===== src/rtl/mc_ctrl_pkg.sv =====
// Shared constants for the multi-cycle MIPS controller: opcodes, functs, state
// encoding, datapath select encodings and the decoded instruction class.
package mc_ctrl_pkg;

    localparam logic [5:0] OP_RTYPE = 6'b000000;
    localparam logic [5:0] OP_ORI   = 6'b001101;
    localparam logic [5:0] OP_LW    = 6'b100011;
    localparam logic [5:0] OP_SW    = 6'b101011;
    localparam logic [5:0] OP_BEQ   = 6'b000100;
    localparam logic [5:0] OP_LUI   = 6'b001111;
    localparam logic [5:0] OP_J     = 6'b000010;
    localparam logic [5:0] OP_JAL   = 6'b000011;

    localparam logic [5:0] FN_ADDU  = 6'b100001;
    localparam logic [5:0] FN_SUBU  = 6'b100011;
    localparam logic [5:0] FN_JR    = 6'b001000;

    localparam logic [2:0] ST_IF    = 3'd0;
    localparam logic [2:0] ST_DCD   = 3'd1;
    localparam logic [2:0] ST_EXE   = 3'd2;
    localparam logic [2:0] ST_MEM   = 3'd3;
    localparam logic [2:0] ST_WB    = 3'd4;

    localparam logic [2:0] ALU_ADD  = 3'd0;
    localparam logic [2:0] ALU_SUB  = 3'd1;
    localparam logic [2:0] ALU_OR   = 3'd2;

    localparam logic [1:0] EXT_ZERO = 2'd0;
    localparam logic [1:0] EXT_SIGN = 2'd1;
    localparam logic [1:0] EXT_LUI  = 2'd2;

    localparam logic [1:0] RD_RT    = 2'd0;
    localparam logic [1:0] RD_RD    = 2'd1;
    localparam logic [1:0] RD_RA    = 2'd2;

    localparam logic [1:0] M2R_ALU  = 2'd0;
    localparam logic [1:0] M2R_MEM  = 2'd1;
    localparam logic [1:0] M2R_PC4  = 2'd2;

    typedef struct packed {
        logic addu;
        logic subu;
        logic jr;
        logic ori;
        logic lw;
        logic sw;
        logic beq;
        logic lui;
        logic j;
        logic jal;
    } ins_cls_t;

    typedef struct packed {
        logic [2:0] alu_op;
        logic       alu_src;
        logic [1:0] ext_op;
    } alu_ctl_t;

    // ALU/extender settings used from EXE through WB; jumps leave everything at 0.
    function automatic alu_ctl_t alu_ctl(input ins_cls_t c);
        alu_ctl_t r;
        r = '0;
        if (c.subu || c.beq) r.alu_op = ALU_SUB;
        if (c.ori)           r.alu_op = ALU_OR;
        if (c.ori || c.lui || c.lw || c.sw) r.alu_src = 1'b1;
        if (c.lw || c.sw)    r.ext_op = EXT_SIGN;
        if (c.lui)           r.ext_op = EXT_LUI;
        return r;
    endfunction

endpackage


===== src/rtl/mc_ctrl_dec.sv =====
// Combinational instruction decoder: opcode/funct to a one-hot class plus an
// illegal flag for anything outside the supported subset.
module mc_ctrl_dec
    import mc_ctrl_pkg::*;
(
    input  logic [5:0] op,
    input  logic [5:0] funct,
    output ins_cls_t   cls,
    output logic       illegal
);

    always_comb begin
        cls = '0;
        case (op)
            OP_RTYPE: begin
                cls.addu = (funct == FN_ADDU);
                cls.subu = (funct == FN_SUBU);
                cls.jr   = (funct == FN_JR);
            end
            OP_ORI:  cls.ori = 1'b1;
            OP_LW:   cls.lw  = 1'b1;
            OP_SW:   cls.sw  = 1'b1;
            OP_BEQ:  cls.beq = 1'b1;
            OP_LUI:  cls.lui = 1'b1;
            OP_J:    cls.j   = 1'b1;
            OP_JAL:  cls.jal = 1'b1;
            default: cls = '0;
        endcase
        illegal = (cls == '0);
    end

endmodule


===== src/rtl/mc_ctrl.sv =====
// Multi-cycle MIPS main controller: IF/DCD/EXE/MEM/WB FSM, IR latch and optional
// performance counters (enabled with MC_CTRL_PERF_EN).
module mc_ctrl
    import mc_ctrl_pkg::*;
#(
    parameter int unsigned IR_LATCH = 1
) (
    input  logic        clock,
    input  logic        reset,
    input  logic [31:0] ins,
    input  logic        zero,
    output logic        pc_wr,
    output logic        nPC_sel,
    output logic        jumpCtr,
    output logic        ir_wr,
    output logic        reg_wr,
    output logic [1:0]  reg_dst,
    output logic        alu_src,
    output logic [1:0]  ext_op,
    output logic [2:0]  alu_op,
    output logic        mem_wr,
    output logic [1:0]  mem_to_reg,
    output logic        illegal,
    output logic [2:0]  state
`ifdef MC_CTRL_PERF_EN
    ,
    output logic [31:0] cyc_cnt,
    output logic [31:0] ret_cnt
`endif
);

    logic [2:0]  state_q, state_d;
    logic [31:0] ir_q, ir_d;
    logic [31:0] dec_ir;
    ins_cls_t    cls;
    logic        dec_illegal;
    alu_ctl_t    ctl;

    generate
        if (IR_LATCH != 0) begin : g_ir
            assign dec_ir = ir_q;
        end else begin : g_noir
            assign dec_ir = ins;
        end
    endgenerate

    mc_ctrl_dec u_dec (
        .op      (dec_ir[31:26]),
        .funct   (dec_ir[5:0]),
        .cls     (cls),
        .illegal (dec_illegal)
    );

    // The fetch unit consumes zero itself; the controller only passes nPC_sel.
    logic unused_bits;
    assign unused_bits = ^{zero, dec_ir[25:6]};

    assign ctl   = alu_ctl(cls);
    assign state = state_q;
    assign ir_d  = (state_q == ST_IF) ? ins : ir_q;

    always_comb begin
        state_d    = ST_IF;
        pc_wr      = 1'b0;
        nPC_sel    = 1'b0;
        jumpCtr    = 1'b0;
        ir_wr      = 1'b0;
        reg_wr     = 1'b0;
        reg_dst    = RD_RT;
        alu_src    = 1'b0;
        ext_op     = EXT_ZERO;
        alu_op     = ALU_ADD;
        mem_wr     = 1'b0;
        mem_to_reg = M2R_ALU;
        illegal    = 1'b0;
        case (state_q)
            ST_IF: begin
                ir_wr   = 1'b1;
                state_d = ST_DCD;
            end
            ST_DCD: begin
                if (dec_illegal) begin
                    illegal = 1'b1;
                    pc_wr   = 1'b1;
                end else if (cls.j || cls.jal || cls.jr) begin
                    pc_wr   = 1'b1;
                    jumpCtr = 1'b1;
                    if (cls.jal) begin
                        reg_wr     = 1'b1;
                        reg_dst    = RD_RA;
                        mem_to_reg = M2R_PC4;
                    end
                end else begin
                    state_d = ST_EXE;
                end
            end
            ST_EXE: begin
                {alu_op, alu_src, ext_op} = ctl;
                if (cls.beq) begin
                    nPC_sel = 1'b1;
                    pc_wr   = 1'b1;
                end else if (cls.lw || cls.sw) begin
                    state_d = ST_MEM;
                end else begin
                    state_d = ST_WB;
                end
            end
            ST_MEM: begin
                {alu_op, alu_src, ext_op} = ctl;
                if (cls.sw) begin
                    mem_wr = 1'b1;
                    pc_wr  = 1'b1;
                end else begin
                    state_d = ST_WB;
                end
            end
            ST_WB: begin
                {alu_op, alu_src, ext_op} = ctl;
                reg_wr     = 1'b1;
                pc_wr      = 1'b1;
                mem_to_reg = cls.lw ? M2R_MEM : M2R_ALU;
                reg_dst    = (cls.addu || cls.subu) ? RD_RD : RD_RT;
            end
            default: state_d = ST_IF;
        endcase
    end

    always_ff @(posedge clock or posedge reset) begin
        if (reset) begin
            state_q <= ST_IF;
            ir_q    <= '0;
        end else begin
            state_q <= state_d;
            ir_q    <= ir_d;
        end
    end

`ifdef MC_CTRL_PERF_EN
    logic [31:0] cyc_cnt_q, cyc_cnt_d;
    logic [31:0] ret_cnt_q, ret_cnt_d;

    always_comb begin
        cyc_cnt_d = cyc_cnt_q + 32'd1;
        ret_cnt_d = ret_cnt_q + {31'd0, pc_wr && !illegal};
    end

    always_ff @(posedge clock or posedge reset) begin
        if (reset) begin
            cyc_cnt_q <= '0;
            ret_cnt_q <= '0;
        end else begin
            cyc_cnt_q <= cyc_cnt_d;
            ret_cnt_q <= ret_cnt_d;
        end
    end

    assign cyc_cnt = cyc_cnt_q;
    assign ret_cnt = ret_cnt_q;
`endif

endmodule


===== config.mk =====
export PLATFORM = sky130hd
export DESIGN_NAME = mc_ctrl
export DESIGN_NICKNAME = d
export VERILOG_FILES = /design/src/rtl/mc_ctrl_pkg.sv /design/src/rtl/mc_ctrl_dec.sv /design/src/rtl/mc_ctrl.sv
export SDC_FILE = /design/constraint.sdc
export NUM_CORES = 1
export LEC_CHECK = 0
export ABC_AREA = 0
export CAP_MARGIN = 20
export CORE_MARGIN = 2
export CORE_UTILIZATION = 40
export DETAILED_ROUTE_END_ITERATION = 8
export PLACE_DENSITY = 0.85
export SYNTH_ARGS = -nofsm -noshare
export SYNTH_HDL_FRONTEND = slang
export SYNTH_SLANG_ARGS = --single-unit

===== constraint.sdc =====
create_clock -name clock -period 4.8 [get_ports clock]
set_input_delay 0.96 -clock clock [delete_from_list [all_inputs] [get_ports clock]]
set_output_delay 0.96 -clock clock [all_outputs]
set_load 0.005 [all_outputs]

* After elaboration in Yosys (flattened, before gate mapping)
Index checks and enable logic that the tools add are counted.
** Word-level totals
- Register bits :: 35
- Bits of input ports :: 35
- Output and inout bits :: 20
- Logic and storage cells :: 73
** Operators by class
- Eq/ne operators :: 14
- Mux-type cells :: 45
- Reduce and logical (&&, ||, !) cells :: 12
** Operators with widths (number)
- two-way mux 1 bit :: 27
- == test 6 bit (second input constant) :: 4
- == test 6 x 4 -> 1 bit (second input constant) :: 3
- two-way mux 3 bit :: 6
- two-way mux 2 bit :: 7
- == test 6 x 2 -> 1 bit (second input constant) :: 2
- one-hot mux 3 bit (4 select lines) :: 1
- zero test 10 bit :: 1
- logical OR 1 bit :: 8
- one-hot mux 2 bit (2 select lines) :: 2
- == test 3 x 2 -> 1 bit (second input constant) :: 2
- == test 6 x 3 -> 1 bit (second input constant) :: 1
- zero test 6 bit :: 1
- one-hot mux 1 bit (4 select lines) :: 1
- == test 3 x 1 -> 1 bit (second input constant) :: 1
- == test 3 bit (second input constant) :: 1
- zero test 3 bit :: 1
- OR reduction 3 bit :: 1
- one-hot mux 1 bit (2 select lines) :: 1

* Logic depth before layout (Yosys ltp)
- Depth in word-level cells :: 7
- Depth in mapped cells :: 5
- Mapped depth without buffers :: 4

* Hierarchy
From an unflattened synthesis, not the netlist that was laid out.
** Second synthesis, totals
- Cell total of the unflattened synthesis :: 99
- Area, all modules :: 973.4 um2
** By module, submodules not included
- mc_ctrl :: times used 1, cells each 69, area an instance 774.5 um2
- mc_ctrl_dec :: times used 1, cells each 30, area an instance 198.9 um2

* Worst setup path before layout
Ideal clock, no wire load.
- Path type :: reg-to-output
- Start :: reg ir_q[27], in the netlist dec_ir[27]
- End :: out pc_wr
- Arrival time :: 1.377 ns
- Required time :: 3.840 ns
- Setup slack :: 2.463 ns
- Cell stages (with the launch flop) :: 6
- Cell sequence :: dfrtp_1 buf_2 nor4_1 o21ai_0 o211ai_2 o2111ai_1
** On the way
- Longest elaborated chain between the ends :: 7
- Elaborated cells on any way between the ends :: 24
** Ends and longest elaborated chain
- start: declaration :: RTL line mc_ctrl.sv:33 : logic [31:0] ir_q, ir_d;
- start signal: assignment :: RTL line mc_ctrl.sv:134 : ir_q <= ir_d;
- == test 6 x 2 -> 1 bit :: RTL line mc_ctrl_dec.sv:14 : case (op)
- two-way mux 1 bit :: RTL line mc_ctrl_dec.sv:14
- logical OR 1 bit (2 in series) :: RTL line mc_ctrl.sv:85 : end else if (cls.j || cls.jal || cls.jr) begin
- two-way mux 1 bit :: RTL line mc_ctrl.sv:85
- two-way mux 1 bit :: RTL line mc_ctrl.sv:82 : if (dec_illegal) begin
- one-hot mux 1 bit (4 select lines) * :: RTL line mc_ctrl.sv:76 : case (state_q)
- end: declaration :: RTL line mc_ctrl.sv:12 : output logic pc_wr,
Mark *: on every way between the ends. The rest lies on a longest branch, timed or not.

* Worst setup path in the final report
Ends and elaborated chain as after synthesis.

==> metrics.md <==
| Metric | Value |
|---|---|
| Share of post-route cells with drive strength above 1 | 0.161 |
| Root Driver | clkbuf_4 |
| Mean instance size in the synthesized netlist | 9.90 um2 |
| Via count of the first global-routing pass | 828 |
| Overall power of the completed layout | between 0.0007 and 0.0008 W |
| Number of search-and-repair iterations in the first detailed-routing pass | 4 |
| Clock sinks | 15 |
| Path type of the worst setup path | flop to output pin |
| Synth area leaders | dfrtp_1 (41%), mux2_2 (12%), buf_4 (2.4%) |
| Critical path startpoint category | flop |
| Critical path buffers and inverters | 1 |
| Net switching component of the power | 0.000278 W |
| Total area of multi-input combinational cells | between 400 and 500 um2 |
| Routability congestion estimate | between 0.8 and 0.9 |
| Total Neg Setup Slack | 0 ps |
| Proportion of power drawn by flip-flops and latches | 0.394 |
| Seq/Total Area, Yosys | 0.408 |
| Floorplan row count | 17 |
| H-tree depth | 1 |
| Diodes inserted | 0 |
| Skew final | roughly 1.3 ps |
| Worst-case clock buffer depth | 2 |
| Post-CTS setup buffer count | 0 |
| Number of instances in the synthesized netlist | 93 |
| Max-cap check violation count | 0 |
| Slew Viols, Final | 0 |
| Period utilization | 0.699 |
| Result of the run | completed |
| Final-layout fill cell count | 186 |
| Largest fanout on the critical path | 11 |
| Endpoints failing setup | 0 |
| Type of element capturing the critical path | output pin |
| Max incr delay on CP | 510 ps |
| Vias | approximately 830 |
| Per-cell via count in the routed design | around 5.5 |
| Worst skew pair latency | 290 ps |
| Final critical-path required period | 3360 ps |
| Overall global routing resource usage | 0.184 |
| Least-Margin Pin Slew | just over 600 ps |
| Post-synth EDFFs | 0 |
| Number of port buffers | 32 |
| #FFs+latches synth | 15 |
| Die span in y | 52.0 um |
| Clock network power share | 0.107 |
| Share of the synthesized area in the top cell type | 0.408 |
| Die X-Extent | 52.0 um |
| Synthesized cell area | 921 um2 |
| Total power density per cell area | 553 nW/um2 |
| Clock-pin slew on the worst setup and hold paths | 90 ps |
| Area inside the core boundary | ~2200 um2 |
| Reported leakage power | 0.503 nW |
| Net Count, Synth | between 100 and 150 |
| First-pass GRT wire length | around 3600 um |
| # hold bufs at CTS | 0 |
| Worst endpoint required time | around 3800 ps |
| # DRC | 0 |
| CP max-delay cell | dfrtp_1 |
| Worst vdd ir | 363 uV |
| Clock buffers created by TritonCTS | 3 |
| RSZ-0062 raised after global routing | no |
| Fmax | 298 MHz |
| Class of the worst hold path | flop to flop |
| FFs w/ async S/R, synth | 1.00 |
| DR WL/cell | 14.5 um |
| Switching power share of the total | 0.395 |
| Register cell area after layout | 375 um2 |
| Worst-case headroom to the max-slew limit | 0.594 |
| Portion of total power attributed to combinational logic | 0.499 |
| Internal power summed over all cells | roughly 0.00043 W |
| Hold Vio Cnt, Final | 0 |
| Detailed placer's ending HPWL | between 1500 and 2000 um |
| Number of I/O pins | 55 |
| Full die area | 2700 um2 |
| Number of warnings reported in the yosys synthesis log | 0 |
| Gates resized, CTS repair | 0 |
| Number of antenna violations at the first check in global routing | 0 |
| Cells traversed along the worst timing path | nor4_1 > o21ai_0 > o211ai_2 > o2111ai_1 > clkdlybuf4s50_1 |
| Post-route antenna net violation count | 0 |
| Distinct cells, synth | 39 |
| Largest net degree at the start of global routing | 16 |
| Net count, final | 160 |
| DR iter-0 viols | 22 |
| Total grt overflow | 0 |
| Starting Density | 0.420 |
| Post-detailed-routing wire length | approximately 2200 um |
| Clock tree from TritonCTS | built |
| Setup slack on the worst flop-to-flop path | between 3000 and 4000 ps |
| Area added between synthesis and finish | 38.3% |
| Arrival time at the worst endpoint | 2400 ps |
| Most area-hungry cell type in the Yosys netlist | dfrtp_1 |
| Critical path's top delay family | compound AO/OA/AOI/OAI gates |
| Ys flop type | dfrtp_1 |
sequential cells by signal, indices dropped and copies added, names as in the netlist:
| register | flops |
|---|---|
| state | 3 |
| dec_ir | 12 |
synthesized netlist by cell type, types with 2 or more instances:
cell       n
dfrtp_1   15
mux2_2    10
nor2_1     6
inv_1      4
nand2_1    4
nor3_1     4
o21ai_0    4
a21oi_1    3
buf_4      3
nand2b_1   3
nor4_1     3
a21o_1     2
and2_1     2
buf_2      2
nand3_1    2
nand3b_1   2
nor4b_1    2
stage by stage:
step           hold slack (ps)  cell area, um2   util  instances  setup WS, ps
2_1_floorplan              481             921      -         93          2460
5_1_grt                    557            1270  0.581        152          1260
3_3_place_gp               495            1250  0.569        148          1860
3_5_place_dp               501            1250  0.569        148          1800
4_1_cts                    524            1270  0.581        152          1470
6_report                   527            1270  0.581        152          1440
area by class of cell:
cell class              instances  share of cell area
multi-input cells              68               0.388
flip-flops and latches         15               0.295
repair buffers                 33               0.257
well taps                      28              0.0275
clock buffers                   4              0.0206
inverters                       4              0.0118
worst register-to-register path, stage by stage, from the launching register on:
cell and delay (ps):
dfrtp_1 560, nand4b_1 170, or2_1 340, or3b_1 420, o2bb2ai_2 120
metal layers:
layer,vias up,routed length (um),GRT usage,share of wire
li1,398,-,-,-
met1,400,947,0.208,0.43
met2,30,1080,0.316,0.49
met3,4,145,0.0287,0.066
met4,0,30,0.118,0.014
met5,-,0,0,0
power groups by stage:
| stage | clock (W) | sequential [W] | combinational, W |
|---|---|---|---|
| 3_5_place_dp | 0 | 0.000278 | 0.000353 |
| 4_1_cts | 0.0000763 | 0.000275 | 0.000355 |
| 6_report | 0.0000754 | 0.000277 | 0.000352 |
| 3_3_place_gp | 0 | 0.000272 | 0.000340 |
| 2_1_floorplan | 0 | 0.000242 | 0.000253 |
| 5_1_grt | 0.0000850 | 0.000291 | 0.000386 |
cell families (layout without fill, tap and decap cells):
family / after synthesis / in the layout / synth area share
other: 1 / 1 / 0.00407
buffers and inverters: 10 / 41 / 0.0557
DFF: 15 / 15 / 0.408
AOI/OAI and AO/OA: 16 / 16 / 0.129
muxes: 10 / 10 / 0.122
and+or+nand+nor: 41 / 41 / 0.281
path summary, 6_finish.rpt:
kind / startpoint / end / depth (start not counted)
setup reg to reg: dec_ir[27] / state[1] / 4
max in group asynchronous: reset / dec_ir[27] / 2
setup / recovery: dec_ir[27] / pc_wr / 5
hold / removal: dec_ir[2] / dec_ir[2] / 1
min in group asynchronous: reset / dec_ir[4] / 2
hold reg to reg: dec_ir[2] / dec_ir[2] / 1
layout by cell type (no fill, tap or decap), types with 2 or more instances in the layout:
master           netlist  routed
a21o_1                 2       2
a21oi_1                3       3
and2_1                 2       2
clkbuf_4               0       3
clkdlybuf4s50_1        0      32
dfrtp_1               15      15
inv_1                  4       4
mux2_2                10      10
nand2_1                4       4
nand2b_1               3       3
nand3_1                2       2
nand3b_1               2       2
nor2_1                 6       6
nor3_1                 4       4
nor4_1                 3       3
nor4b_1                2       2
o21ai_0                4       4
No activity file was read; power rests on OpenSTA's default activity.
==> patch 1: new RTL, same settings <==
Put a register stage on the output `reg_dst`, cleared by the reset. The value now appears one clock later. The other outputs are not delayed to match.
--- a/src/rtl/mc_ctrl.sv
+++ b/src/rtl/mc_ctrl.sv
@@ -28,6 +28,8 @@
     output logic [31:0] ret_cnt
 `endif
 );
+
+    logic [1:0] reg_dst_d;
 
     logic [2:0]  state_q, state_d;
     logic [31:0] ir_q, ir_d;
@@ -66,7 +68,7 @@
         jumpCtr    = 1'b0;
         ir_wr      = 1'b0;
         reg_wr     = 1'b0;
-        reg_dst    = RD_RT;
+        reg_dst_d  = RD_RT;
         alu_src    = 1'b0;
         ext_op     = EXT_ZERO;
         alu_op     = ALU_ADD;
@@ -87,7 +89,7 @@
                     jumpCtr = 1'b1;
                     if (cls.jal) begin
                         reg_wr     = 1'b1;
-                        reg_dst    = RD_RA;
+                        reg_dst_d  = RD_RA;
                         mem_to_reg = M2R_PC4;
                     end
                 end else begin
@@ -119,7 +121,7 @@
                 reg_wr     = 1'b1;
                 pc_wr      = 1'b1;
                 mem_to_reg = cls.lw ? M2R_MEM : M2R_ALU;
-                reg_dst    = (cls.addu || cls.subu) ? RD_RD : RD_RT;
+                reg_dst_d  = (cls.addu || cls.subu) ? RD_RD : RD_RT;
             end
             default: state_d = ST_IF;
         endcase
@@ -158,5 +160,13 @@
     assign ret_cnt = ret_cnt_q;
 `endif
 
+    always_ff @(posedge clock or posedge reset) begin
+        if (reset) begin
+            reg_dst <= '0;
+        end else begin
+            reg_dst <= reg_dst_d;
+        end
+    end
+
 endmodule
 
Check against the original RTL: not equivalent (a bounded check fails within 4 cycles, from zero or initial values and one cycle with reset high).
==> patch 1 against the original RTL <==
  * Sequential cell count up 2
  * First-iteration DRC count down 41%
  * Cell count down 0.66%
  * Setup slack worse by 0.47 ns
  * Synthesized cell count down 1.1%
  * Critical endpoint unchanged
  * Critical path depth unchanged
  * Count of clock-buffer cells in the layout down 1
  * Largest power group unchanged
  * Design area about the same
  * Area after synthesis down 0.95%
  * Worst hold slack better by 0.0039 ns
  * Power down 3.8%
  * Routed wire length up 3.0%
==> patch 1: results (changes against the original RTL) <==
stage,metric,value,unit,change
outcome,status,completed,,
finish,fin_cells,151,,-0.66%
setup_path,reg2reg_to,state[1],,
clocking,numCtsBuffers,3,,unchanged
pwr,ir_drop,0.306,mV,-16%
yosys,synth_adder_area_share,0,%,unchanged
clocking,root_buffer,clkbuf_4,,
yosys,synthMuxAreaShare,11.1,%,-1.1 points
sta,layout_setup_ws,0.973,ns,-0.472 ns
yosys,yosysUniqueCellTypes,30,,-23%
setup_path,worstSetupStartpointType,register,,
finish,diodes,0,,unchanged
global_routing,antenna_found_initial,0,,unchanged
clocking,clkTransAtPathRegs,0.10,ns,
clocking,cts_max_level,1,,unchanged
setup_path,critPathArrivalTime,2.87,ns,+0.47 ns
detailed_routing,totalWireLength,2270,µm,+3.0%
place,gp_congestion,0.844,,+2.7%
sta,clock_skew,0.00864,ns,+0.00737 ns
clocking,cts_setup_buffers,0,,unchanged
setup_path,cp-endpoint,pc_wr,,
global_routing,grt.total_usage,19.4,%,+1.0 points
yosys,async_reset_ff_share,100,%,unchanged
hold_path,hold_start,dec_ir[2],,
setup_path,reg2reg_depth,4,,unchanged
setup_path,ff2ff_setup_slack,2.64,ns,-0.48 ns
place,placed_area,0.00124,mm²,-0.20%
global_routing,grt_max_degree,18,,+2
place,io_buffers,32,,unchanged
clocking,postCtsResizedCells,0,,unchanged
yosys,yosysWarnings,0,,unchanged
clocking,clk_latency,0.30,ns,
place,dp.final_hpwl,1690,µm,+0.53%
yosys,synth.yosys.seq_area_share,46.6,%,+5.9 points
yosys,synthTopCellsByArea,"dfrtp_1 47%, mux2_2 11%, nor3_1 4.9%, nor2_1 3.7%, nand2_1 3.3%",,
finish,fillers,186,,unchanged
sta,tightest_slew,0.645,ns,+0.0421 ns
yosys,syn_inst,92,,-1.1%
detailed_routing,route.vias.total,818,,-1.7%
setup_path,reg2reg_from,dec_ir[30],,
finish,largest_reg_flops,12,,unchanged
place,post-place-ws,1.33,ns,-0.470 ns
yosys,synth_nets,127,,-0.78%
setup_path,crit_path_max_fanout,6,,-5
global_routing,grt_pass1_wl,3710,µm,+3.5%
clocking,max-clock-path-buffers,2,,unchanged
detailed_routing,drt_pre_antenna_iters,4,,unchanged
detailed_routing,ant_nets,0,,unchanged
yosys,synth_top_cells_by_count,"17 x dfrtp_1, 9 x mux2_2, 9 x nor2_1, 9 x nor3_1, 8 x nand2_1",,
finish,drive_gt1_share,17.9,%,+1.8 points
yosys,synth_compound_area_share,7.68,%,-5.2 points
hold_path,min_path_type,register to register,,
finish,nets,159,,-0.63%
detailed_routing,drtIter0Drc,13,,-41%
pwr,p_leak,0.497,nW,-1.2%
yosys,synthXorXnorAreaFrac,0,%,unchanged
[patch 1: changes by cell type in the layout (fill, tap and decap cells not counted), moves of 2 or more]
cell | before | now
dfrtp_1 | 15 | 17
nor2_1 | 6 | 9
nand2b_1 | 3 | 0
a21oi_1 | 3 | 0
nand2_1 | 4 | 8
nor4_1 | 3 | 1
nor3_1 | 4 | 9
a21o_1 | 2 | 0
[patch 1: report_power, final]
| group | switching (mW) | internal (mW) | leakage, nW |
|---|---|---|---|
| clock | 0.0479 | 0.0311 | 0.0177 |
| combinational | 0.136 | 0.182 | 0.271 |
| sequential | 0.0763 | 0.204 | 0.209 |
[patch 1: worst max-delay path: stages (launching register included)]
cell             delay, ns
dfrtp_1               0.45
or4_4                 0.59
or4b_4                0.53
nand4b_2              0.11
or4b_1                0.43
clkdlybuf4s50_1       0.45
[patch 1: worst min path at each step]
stage                           end  slack (ns)  depth (start not counted)
after floorplan           dec_ir[2]        0.48                          1
after global placement    dec_ir[2]        0.50                          1
after detailed placement  dec_ir[2]        0.51                          1
after CTS                 dec_ir[2]        0.53                          1
after global routing      dec_ir[2]        0.55                          1
final                     dec_ir[2]        0.53                          1
[patch 1: routing by layer]
layer / track usage (%) / vias up / routed length, µm
met5: 0 / - / 0
li1: - / 388 / -
met2: 36.1 / 35 / 1180
met3: 2.87 / 5 / 119
met1: 20.8 / 390 / 924
met4: 10.5 / 0 / 51
[patch 1: layout make-up]
type	count	area, µm²	share of cell area (%)
timing repair buffer	33	328	25.8
clock inverter	1	5.00	0.393
tap	28	35.0	2.75
multi-input combinational	65	442	34.7
clock buffer	3	22.5	1.77
inverter	4	15.0	1.18
sequential	17	425	33.4
[patch 1: cell families after synthesis]
family,after synthesis
AOI/OAI and AO/OA,10
buffers and inverters,10
DFF,17
muxes,9
other,1
and+or+nand+nor,45
==> patch 2: new RTL, config.mk and constraints unchanged <==
Made on the original files. The option `MC_CTRL_PERF_EN` is turned on by a define.
--- a/src/rtl/mc_ctrl.sv
+++ b/src/rtl/mc_ctrl.sv
@@ -1,5 +1,7 @@
 // Multi-cycle MIPS main controller: IF/DCD/EXE/MEM/WB FSM, IR latch and optional
 // performance counters (enabled with MC_CTRL_PERF_EN).
+`define MC_CTRL_PERF_EN
+
 module mc_ctrl
     import mc_ctrl_pkg::*;
 #(
Behaviour (old outputs only; new: cyc_cnt and ret_cnt): unchanged (equiv_simple and equiv_induct, registers matched by name and starting in step).
==> patch 2 against the original RTL <==
  * Count of clock-buffer cells in the layout rose by 6
  * Setup slack got worse by 0.10 ns
  * Design area rose to 4.0 times the old value
  * Sequential power rose to 3.1 times the old value
  * Sequential share of layout area rose by 9.8 points
  * Power rose to 2.6 times the old value
  * Core utilization fell by 3.2 points
  * Cell count rose to 3.6 times the old value
  * Sequential cell count rose by 64
  * Routed wire length rose to 3.8 times the old value
  * Area after synthesis rose to 4.1 times the old value
  * Largest cell class is now registers
  * Critical endpoint unchanged
  * First-iteration DRC count rose to 5.7 times the old value
  * Via count rose to 3.5 times the old value
==> patch 2: results (changes against the original RTL) <==
stage,metric,value,unit,change
global_routing,first_global_vias,2910,,+250%
pwr,clockPowerShare,31.5,%,+21 points
yosys,synthMuxAreaShare,2.70,%,-9.5 points
sta,tightest_slew,0.918,ns,+0.315 ns
detailed_routing,wl_met3,378,µm,+160%
setup_path,reg2reg_to,ret_cnt[28],,
setup_path,crit_path_max_fanout,9,,-2
global_routing,grt_use_met2,29.0,%,-2.6 points
yosys,synth_compound_area_share,3.27,%,-9.6 points
yosys,synth_nets,375,,+190%
setup_path,ff2ff_setup_slack,1.50,ns,-1.62 ns
hold_path,hold_start,ret_cnt[31],,
pwr,ir_drop,0.276,mV,-24%
yosys,synth_adder_area_share,1.00,%,+1.0 points
clocking,clk_latency,0.34,ns,+0.05 ns
detailed_routing,wl_met2,4200,µm,+290%
sta,clock_skew,0.0132,ns,+0.0119 ns
detailed_routing,post_drt_via_cell_ratio,5.31,,-3.1%
hold_path,min_path_type,register to register,,
outcome,status,completed,,
yosys,synth.yosys.seq_area_share,52.7,%,+12 points
global_routing,grt.total_usage,17.4,%,-0.97 points
global_routing,use_met3,3.26,%,+0.39 points
clocking,cts_max_level,3,,+2
detailed_routing,wl_per_cell,15.4,µm,+6.2%
global_routing,grt_max_degree,46,,+30
yosys,synth_top_cells_by_count,"79 x dfrtp_1, 52 x xnor2_1, 30 x nand3_1, 24 x nand4_1, 23 x nand2_1",,
clocking,numCtsBuffers,9,,+6
yosys,avgSynthCellArea,11.1,µm²,+12%
detailed_routing,wl_met1,3820,µm,+300%
hold_path,hold_end,ret_cnt[31],,
finish,fillers,777,,+320%
global_routing,use_met1,23.1,%,+2.3 points
clocking,root_buffer,clkbuf_8,,
place,placed_cells,534,,+260%
place,placed_area,0.00480,mm²,+280%
place,dp.final_hpwl,6110,µm,+260%
finish,nets,472,,+200%
place,gp_congestion,0.911,,+11%
pwr,p_leak,2.11,nW,+320%
finish,fin_cells,550,,+260%
setup_path,cpPeakStageDelay,0.56,ns,+0.05 ns
finish,drive_gt1_share,8.43,%,-7.7 points
setup_path,critPathLaunch,dec_ir[26],,
setup_path,crit_family,simple AND/OR/NAND/NOR gates,,
-- patch 2: cell types whose count changed after synthesis, moves of 5 or more --
| cell | unedited run | this run |
|---|---|---|
| and4_1 | 0 | 5 |
| nor3_1 | 4 | 9 |
| nor2_1 | 6 | 13 |
| dfrtp_1 | 15 | 79 |
| nand4_1 | 0 | 24 |
| nand3_1 | 2 | 30 |
| and3_1 | 1 | 12 |
| nand2_1 | 4 | 23 |
| xor2_1 | 0 | 8 |
| xnor2_1 | 0 | 52 |
-- patch 2: area by class of cell --
cell class | count | area (µm²) | area share, %
flip-flops and latches | 79 | 1980 | 39.3
multi-input cells | 239 | 1680 | 33.3
repair buffers | 98 | 976 | 19.4
well taps | 111 | 139 | 2.76
clock buffers | 10 | 128 | 2.54
clock inverters | 6 | 109 | 2.16
inverters | 7 | 27.5 | 0.547
